--- src/rtl/falling_row_ctrl.sv ---
// falling_row_ctrl: one playfield row of the falling piece; runs fall/spawn/lock/clear/shift ops.
// Latency: non-move ops 3 cycles from accept to done (accept, EVAL, DONE); moves add the HOLD cycles.
// Backpressure: op_ready is high only in IDLE; a move parks in HOLD until the piece-wide commit/abort.
//
// Ports:
//   clk, reset            clock; asynchronous active-high reset
//   op_valid/op_code      op request (valid/ready) and 3-bit op code; op_ready high in IDLE only
//   prev_row, spawn_row   FALL and SPAWN sources
//   field_row, below_row  settled cells in this row and in the row beneath
//   move_commit/abort     piece-wide resolution of a pending LEFT/RIGHT
//   cur_row               registered active bits of this row
//   move_pend/blocked     HOLD indicator and this row's veto of the pending move
//   lock_we/lock_data     one-cycle field write strobe and merged row
//   done                  one-cycle completion pulse
//   stop, row_full        combinational landing and full-row flags
//   endgame               sticky game-over flag, cleared only by reset
module falling_row_ctrl #(
  parameter int WIDTH = 10
) (
  input  logic             clk,
  input  logic             reset,
  input  logic             op_valid,
  input  logic [2:0]       op_code,
  output logic             op_ready,
  input  logic [WIDTH-1:0] prev_row,
  input  logic [WIDTH-1:0] spawn_row,
  input  logic [WIDTH-1:0] field_row,
  input  logic [WIDTH-1:0] below_row,
  input  logic             move_commit,
  input  logic             move_abort,
  output logic [WIDTH-1:0] cur_row,
  output logic             move_pend,
  output logic             move_blocked,
  output logic             lock_we,
  output logic [WIDTH-1:0] lock_data,
  output logic             done,
  output logic             stop,
  output logic             row_full,
  output logic             endgame
);

  localparam logic [1:0] S_IDLE = 2'd0;
  localparam logic [1:0] S_EVAL = 2'd1;
  localparam logic [1:0] S_HOLD = 2'd2;
  localparam logic [1:0] S_DONE = 2'd3;

  localparam logic [2:0] OP_NOP   = 3'b000;
  localparam logic [2:0] OP_FALL  = 3'b001;
  localparam logic [2:0] OP_LOCK  = 3'b010;
  localparam logic [2:0] OP_CLEAR = 3'b011;
  localparam logic [2:0] OP_SPAWN = 3'b100;
  localparam logic [2:0] OP_LEFT  = 3'b101;
  localparam logic [2:0] OP_RIGHT = 3'b110;

  logic [1:0]       r_state;
  logic [2:0]       r_op;
  logic [WIDTH-1:0] r_cur;
  logic [WIDTH-1:0] r_cand;
  logic             r_blocked;
  logic             r_lock_we;
  logic [WIDTH-1:0] r_lock_data;
  logic             r_endgame;

  logic [WIDTH-1:0] w_shl;
  logic [WIDTH-1:0] w_shr;
  logic             w_left_blk;
  logic             w_right_blk;
  logic [WIDTH-1:0] w_cand;
  logic             w_load;
  logic             w_blk;
  logic             w_is_move;
  logic             w_spawn_hit;

  // Shifted candidates. A bit falling off the edge is caught by the wall term,
  // so an empty row can never be blocked.
  assign w_shl       = r_cur << 1;
  assign w_shr       = r_cur >> 1;
  assign w_left_blk  = r_cur[WIDTH-1] | (|(w_shl & field_row));
  assign w_right_blk = r_cur[0]       | (|(w_shr & field_row));

  assign w_is_move   = (r_op == OP_LEFT) || (r_op == OP_RIGHT);
  assign w_spawn_hit = (r_op == OP_SPAWN) && (|(spawn_row & field_row));

  // Candidate for the op latched at accept; inputs are sampled during EVAL.
  always_comb begin
    w_cand = r_cur;
    w_load = 1'b0;
    w_blk  = 1'b0;
    case (r_op)
      OP_FALL: begin
        w_cand = prev_row;
        w_load = 1'b1;
      end
      OP_SPAWN: begin
        w_cand = spawn_row;
        w_load = 1'b1;
      end
      OP_LOCK, OP_CLEAR: begin
        w_cand = '0;
        w_load = 1'b1;
      end
      OP_LEFT: begin
        w_cand = w_shl;
        w_blk  = w_left_blk;
      end
      OP_RIGHT: begin
        w_cand = w_shr;
        w_blk  = w_right_blk;
      end
      default: begin
        w_cand = r_cur;
        w_load = 1'b0;
        w_blk  = 1'b0;
      end
    endcase
  end

  always_ff @(posedge clk or posedge reset) begin
    if (reset) begin
      r_state     <= S_IDLE;
      r_op        <= OP_NOP;
      r_cur       <= '0;
      r_cand      <= '0;
      r_blocked   <= 1'b0;
      r_lock_we   <= 1'b0;
      r_lock_data <= '0;
      r_endgame   <= 1'b0;
    end else begin
      case (r_state)
        S_IDLE: begin
          if (op_valid) begin
            r_op    <= op_code;
            r_state <= S_EVAL;
          end
        end
        S_EVAL: begin
          if (w_is_move) begin
            // Park the shifted row; the other rows of the piece evaluate
            // in the same cycle and the controller commits them together.
            r_cand    <= w_cand;
            r_blocked <= w_blk;
            r_state   <= S_HOLD;
          end else begin
            // After game over the row is frozen: ops still handshake and
            // complete, but neither the row nor the field write changes.
            if (w_load && !r_endgame) begin
              r_cur <= w_cand;
            end
            if ((r_op == OP_LOCK) && !r_endgame) begin
              r_lock_we   <= 1'b1;
              r_lock_data <= field_row | r_cur;
            end
            // An overlapping spawn still loads the row, then ends the game.
            if (w_spawn_hit) begin
              r_endgame <= 1'b1;
            end
            r_state <= S_DONE;
          end
        end
        S_HOLD: begin
          // Abort wins over a simultaneous commit; a commit this row itself
          // blocks leaves the row where it was.
          if (move_abort) begin
            r_blocked <= 1'b0;
            r_state   <= S_DONE;
          end else if (move_commit) begin
            if (!r_blocked && !r_endgame) begin
              r_cur <= r_cand;
            end
            r_blocked <= 1'b0;
            r_state   <= S_DONE;
          end
        end
        S_DONE: begin
          r_lock_we <= 1'b0;
          r_blocked <= 1'b0;
          r_state   <= S_IDLE;
        end
        default: begin
          r_state <= S_IDLE;
        end
      endcase
    end
  end

  assign op_ready     = (r_state == S_IDLE);
  assign move_pend    = (r_state == S_HOLD);
  assign move_blocked = r_blocked;
  assign done         = (r_state == S_DONE);
  assign cur_row      = r_cur;
  assign lock_we      = r_lock_we;
  assign lock_data    = r_lock_data;
  assign endgame      = r_endgame;
  assign stop         = |(r_cur & below_row);
  assign row_full     = &field_row;

endmodule

--- config.mk ---
export PLATFORM = sky130hd
export DESIGN_NAME = falling_row_ctrl
export DESIGN_NICKNAME = d
export VERILOG_FILES = /design/src/rtl/falling_row_ctrl.sv
export SDC_FILE = /design/constraint.sdc
export NUM_CORES = 1
export LEC_CHECK = 0
export ABC_AREA = 1
export BUFFER_PORTS_ARGS = -buffer_cell sky130_fd_sc_hd__buf_2
export CAP_MARGIN = 20
export CORE_MARGIN = 5
export CORE_UTILIZATION = 55
export DETAILED_ROUTE_END_ITERATION = 12
export PLACE_DENSITY = 0.88
export SLEW_MARGIN = 10
export SYNTH_ARGS = -nofsm -noshare
export SYNTH_HDL_FRONTEND = slang
export SYNTH_SLANG_ARGS = --single-unit
export TNS_END_PERCENT = 10
--- constraint.sdc ---
create_clock -name clk -period 4.4 [get_ports clk]
set_input_delay 0.66 -clock clk [delete_from_list [all_inputs] [get_ports clk]]
set_output_delay 0.66 -clock clk [all_outputs]
set_load 0.005 [all_outputs]
==> flow_metrics.env, run 1 <==
export IMPL_min_path_type="in -> async"
export IMPL_cts_resized=0
export IMPL_mostFrequentLayoutCells="nand2_1, buf_2, nor2_1"
export IMPL_clk_insertion_delay_late_ns=0.30
export IMPL_vdd_drop_max_v=0.000326
export IMPL_routabilityCongestion=0.912
export IMPL_antenna_found_initial=0
export IMPL_final_nets=515
export IMPL_multi_input_area_um2=1450
export IMPL_dr_total_vias=2950
export IMPL_final_util_pct=64.9
export IMPL_cts_root_buf="clkbuf_8"
export IMPL_crit_arrival_ns=2.72
export IMPL_pwr_share_seq_pct=38.0
export IMPL_postRouteAntennaNets=0
export IMPL_final_common_cell="nand2_1"
export IMPL_io_pins=76
export IMPL_clkPwrFrac_pct=22.0
export IMPL_n_fill_cell=447
export IMPL_grt_overflow=0
export IMPL_final_cells=518
export IMPL_cts_sinks=38
export IMPL_synth_warnings=0
export IMPL_yosysUniqueCellTypes=24
export IMPL_rows=25
export IMPL_path_clk_slew_ns=0.08
export IMPL_synth_cells=406
export IMPL_setup_viol=0
export IMPL_cp_end_kind="flip-flop"
export IMPL_drtPass1Iterations=6
export IMPL_yosys_register_bits=38
export IMPL_dp_hpwl_um=5730
export IMPL_via_per_inst=5.69
export IMPL_finalSetupTns_ns=0
export IMPL_grt_pass1_wl_um=13000
export IMPL_synthArstFlopShare_pct=100
export IMPL_outcome="finished clean"
export IMPL_max_clock_freq_ghz=0.402
export IMPL_p_leak_nw=1.75
export IMPL_switching_share_pct=44.5
export IMPL_finalWirelength_um=7920
export IMPL_worst_pin_slew_ns=0.945
export IMPL_seq_area_frac_synth_pct=36.7
export IMPL_ff2ff_setup_slack_ns=1.91
export IMPL_portBuffers=75
export IMPL_grt_max_degree=39
export IMPL_maxSlewViolCount=0
export IMPL_cts_hold_buffers_added=0
export IMPL_yosys_most_used_dff="dfrtp_1"
export IMPL_cts_setup_buffers=0
export IMPL_cts_buffer_depth=2
export IMPL_grt_pass1_vias=2789
export IMPL_combPwrFrac_pct=40.1
export IMPL_cts_tree="done"
export IMPL_fin_hold_ws_ns=0.467
export IMPL_cts_buffers=5
export IMPL_power_per_cell_area_nw_per_um2=442
export IMPL_cts_max_level=2
export IMPL_internal_power_uw=742
export IMPL_drc=0
export IMPL_crit_path_start_kind="flip-flop"
export IMPL_relSlewSlack_pct=37.0
export IMPL_path_class="reg -> reg"
export IMPL_p_switching_uw=595
export IMPL_dpl_instance_area_um2=2920
export IMPL_finClkSkew_ns=0.00752
export IMPL_post_route_period_util_pct=56.5
export IMPL_rsz0062_at_grt="false"
export IMPL_synth_cell_area_um2=2590
export IMPL_maxCapViolations=0
export IMPL_fin_area_um2=3030
export IMPL_syn_to_final_growth_pct=16.7
export IMPL_drtIter0Drc=256
export IMPL_syn_nets=458
export IMPL_die_area_um2=6190
export IMPL_core_area_um2=4660
export IMPL_finalHoldViolCount=0
export IMPL_avgSynthCellArea_um2=6.39
export IMPL_die_h_um=78.7
export IMPL_synth_edf_count=0
export IMPL_regArea_um2=951
export IMPL_diodes=0
export IMPL_die_w_um=78.7
export IMPL_finalCriticalPeriod_ns=2.49
export IMPL_grt_usage_pct=26.8
export IMPL_wl_per_cell_um=15.3
export IMPL_start_util_pct=55.6
export IMPL_dp_cells=510
export IMPL_worstPathMaxFanout=33
export IMPL_drive_gt1_share_pct=19.8
export IMPL_crit_required_ns=4.64
-- registers in the layout, indices dropped and copies added, names as in the netlist --
signal / count
cur_row: 10
endgame: 1
lock_data: 10
lock_we: 1
move_blocked: 1
r_cand: 10
r_op: 3
r_state: 2
-- kinds of logic after synthesis --
group / Yosys count / synth area share, %
DFF: 38 / 36.7
buffers and inverters: 45 / 7.58
adders and majority gates: 4 / 1.93
AOI/OAI and AO/OA: 36 / 7.48
and+or+nand+nor: 283 / 46.3
-- path summary, 6_finish.rpt --
kind,from,end,cells past startpoint
setup / recovery,r_op[2]$_DFFE_PP0P_,lock_data[5]$_DFFE_PP0P_,5
hold / removal,reset,r_op[1]$_DFFE_PP0P_,3
setup reg to reg,r_op[2]$_DFFE_PP0P_,lock_data[5]$_DFFE_PP0P_,5
hold reg to reg,r_cand[3]$_DFFE_PP0P_,r_cand[3]$_DFFE_PP0P_,2
max in group asynchronous,reset,lock_data[6]$_DFFE_PP0P_,3
min in group clk,r_cand[3]$_DFFE_PP0P_,r_cand[3]$_DFFE_PP0P_,2
-- final cells by class --
class	instances	area share, %
inverters	19	2.36
well taps	54	2.23
repair buffers	76	12.6
clock buffers	5	2.27
clock inverters	3	1.32
multi-input cells	323	47.7
flip-flops and latches	38	31.4
-- critical path: stages (launching register included) --
cell	delay, ns
dfrtp_1	0.74
inv_1	0.47
nand3_1	0.39
nor2_1	0.52
o21ai_0	0.20
nand2_1	0.10
-- power groups by stage --
stage               Sequential, mW  Clock, mW  Combinational [mW]
floorplan                    0.447          0               0.475
global placement             0.505          0               0.514
detailed placement           0.510          0               0.525
CTS                          0.504      0.297               0.528
global route                 0.515      0.313               0.604
finish                       0.508      0.294               0.536
-- cell usage after synthesis, types with 2 or more instances --
cell      count  area, um2
dfrtp_1      38        951
nand4_1      24        150
inv_2         2       7.51
inv_1        17       63.8
nor3_1        2       10.0
ha_1          4       50.1
buf_2         7       35.0
a221oi_1      2       17.5
nor2_4        2       22.5
nor2_1       48        180
nand2_1     167        627
o21ai_0      24        120
nor2_2        2       12.5
clkbuf_1     15       56.3
buf_4         3       22.5
nand3_1      35        175
a21oi_1       7       35.0
-- through the flow --
step                power, mW  worst slack, ns
floorplan               0.922             2.68
detailed placement       1.04             1.97
global route             1.43             1.65
CTS                      1.33             1.96
global placement         1.02             2.01
finish                   1.34             1.91
-- routing by layer --
| layer | part of all wire (%) | track usage (%) | wire length, um | vias up |
|---|---|---|---|---|
| li1 | - | - | - | 1427 |
| met1 | 41 | 33.8 | 3230 | 1320 |
| met2 | 47 | 44.2 | 3690 | 175 |
| met3 | 9.8 | 5.05 | 779 | 28 |
| met4 | 2.8 | 12.1 | 218 | 0 |
| met5 | 0 | 0 | 0 | - |
(Power assumes the default switching activity.)
==> run 2, diff against run 1 <==
CORE_UTILIZATION = 52   (was 55)
PLACE_DENSITY = 0.84   (was 0.88)
clock period = 2.6 ns   (was 4.4 ns; I/O delays follow)
==> run 2 against run 1 <==
Net effect:
- sequential share of layout area is 0.45 points lower
- clock power up 43%
- maximum frequency rose by 16%
- die area rose by 5.0%
- critical path type unchanged
- critical endpoint is now cur_row[5]$_DFFE_PP0P_
- largest power group unchanged
==> flow_metrics.env, run 2 (synthesis gave the netlist of run 1 again) <==
export IMPL_outcome="finished clean"
export IMPL_max_clock_freq_ghz=0.465
export IMPL_start_util_pct=54.2
export IMPL_dr_total_vias=3031
export IMPL_p_total_mw=2.24
export IMPL_vdd_drop_max_v=0.000381
export IMPL_wl_met2_um=3690
export IMPL_cts_sinks=38
export IMPL_slowest_stage="nand2_1"
export IMPL_wl_per_cell_um=15.2
export IMPL_worst_pin_slew_ns=0.712
export IMPL_drc=0
export IMPL_mostFrequentLayoutCells="nand2_1, buf_2, nor2_1"
export IMPL_cts_buffers=5
export IMPL_multi_input_area_um2=1450
export IMPL_cp_common_cell="nand2_1"
export IMPL_maxCapViolations=0
export IMPL_finClkSkew_ns=0.00418
export IMPL_cts_max_level=2
export IMPL_drive_gt1_share_pct=20.6
export IMPL_n_fill_cell=443
export IMPL_cts_tree="done"
export IMPL_worstPathBufferInverterCount=2
export IMPL_dp_hpwl_um=5890
export IMPL_p_leak_nw=1.77
export IMPL_die_area_um2=6500
export IMPL_rsz0062_at_grt="false"
export IMPL_diodes=0
export IMPL_grt_usage_pct=26.6
export IMPL_maxUsedRoutingLayer="met4"
export IMPL_finalHoldViolCount=0
export IMPL_post_route_period_util_pct=82.6
export IMPL_portBuffers=75
export IMPL_die_h_um=80.6
export IMPL_cp_end_kind="flip-flop"
export IMPL_worstPathMaxFanout=20
export IMPL_relSlewSlack_pct=52.4
export IMPL_power_per_cell_area_nw_per_um2=730
export IMPL_path_class="reg -> reg"
export IMPL_regArea_um2=951
export IMPL_rows=25
export IMPL_syn_to_final_growth_pct=18.4
export IMPL_crit_required_ns=2.83
export IMPL_grt_pass1_wl_um=13300
export IMPL_grt_pass1_vias=2795
export IMPL_path_clk_slew_ns=0.07
export IMPL_setup_viol=0
export IMPL_cts_hold_buffers_added=0
export IMPL_grt_overflow=0
export IMPL_cts_buffer_depth=2
export IMPL_path_delay_family="simple AND/OR/NAND/NOR gates"
export IMPL_routabilityCongestion=0.974
export IMPL_final_util_pct=64.2
export IMPL_grt_max_degree=39
export IMPL_antenna_found_initial=0
export IMPL_cts_setup_buffers=0
export IMPL_die_w_um=80.6
export IMPL_io_pins=76
export IMPL_crit_arrival_ns=2.38
export IMPL_cts_resized=0
export IMPL_crit_path_start_kind="flip-flop"
export IMPL_drtIter0Drc=266
export IMPL_slowest_delay_ns=0.42
export IMPL_postRouteAntennaNets=0
export IMPL_via_per_inst=5.64
export IMPL_cts_root_buf="clkbuf_8"
export IMPL_fin_hold_ws_ns=0.200
export IMPL_finalWirelength_um=8160
export IMPL_finalSetupTns_ns=0
export IMPL_final_common_cell="nand2_1"
export IMPL_crit_chain="inv_1 > ha_1 > inv_1 > nand2_1 > nand3_1 > nor2_1 > nand2_1 > nor2_1 > nand2_1 > nand2_1"
export IMPL_min_path_type="in -> async"
export IMPL_maxSlewViolCount=0
export IMPL_core_area_um2=4790
export IMPL_final_nets=521
export IMPL_wl_met3_um=970
export IMPL_clk_insertion_delay_late_ns=0.29
export IMPL_wl_met1_um=3310
export IMPL_drtPass1Iterations=5
export IMPL_finalCriticalPeriod_ns=2.15
==> run 2: cell count changes in the layout (fill, tap and decap cells not counted) <==
cell       previous run  this run
buf_4                 1         7
bufinv_16             1         0
clkbuf_1              0         1
clkbuf_8              5         6
clkinv_2              2         1
==> run 2: layer usage <==
| layer | GRT usage [%] | vias up |
|---|---|---|
| li1 | - | 1437 |
| met4 | 11.3 | 0 |
| met2 | 42.7 | 222 |
| met1 | 34.7 | 1347 |
| met5 | 0 | - |
| met3 | 5.38 | 25 |
==> run 2: stage by stage <==
stage | setup slack (ns) | cells | instance area [um2]
after global placement | 0.671 | 529 | 2980
after CTS | 0.512 | 537 | 3070
after global routing | 0.247 | 537 | 3070
after detailed placement | 0.537 | 529 | 2980
after floorplan | 1.14 | 406 | 2590
final | 0.452 | 537 | 3070
==> run 2: cell type report <==
| class | count | area share [%] |
|---|---|---|
| repair buffers | 82 | 13.9 |
| well taps | 67 | 2.73 |
| clock buffers | 7 | 2.81 |
| multi-input cells | 323 | 47.1 |
| flip-flops and latches | 38 | 31.0 |
| inverters | 19 | 2.32 |
| clock inverters | 1 | 0.163 |
==> run 2: worst paths after layout <==
path / from / slack [ns] / cells past startpoint / to
setup reg to reg: r_state[1]$_DFFE_PP0P_ / 0.45 / 10 / cur_row[5]$_DFFE_PP0P_
max in group asynchronous: reset / 2.06 / 3 / r_state[0]$_DFFE_PP0P_
hold / removal: reset / 0.20 / 3 / lock_data[4]$_DFFE_PP0P_
hold reg to reg: r_cand[2]$_DFFE_PP0P_ / 0.48 / 2 / r_cand[2]$_DFFE_PP0P_
min in group clk: op_code[0] / 0.35 / 3 / r_op[0]$_DFFE_PP0P_
setup / recovery: r_state[1]$_DFFE_PP0P_ / 0.45 / 10 / cur_row[5]$_DFFE_PP0P_
==> run 2: worst reg2reg max path, cell delays in order, from the launching register on <==
cell and delay [ns]:
dfrtp_1 0.40, inv_1 0.11, ha_1 0.26, inv_1 0.24, nand2_1 0.11, nand3_1 0.07
nor2_1 0.09, nand2_1 0.42, nor2_1 0.26, nand2_1 0.08, nand2_1 0.05
==> run 2: power by group <==
group	switching, mW	internal (mW)
Clock	0.205	0.214
Sequential	0.0775	0.688
Combinational	0.732	0.326
Total	1.01	1.23
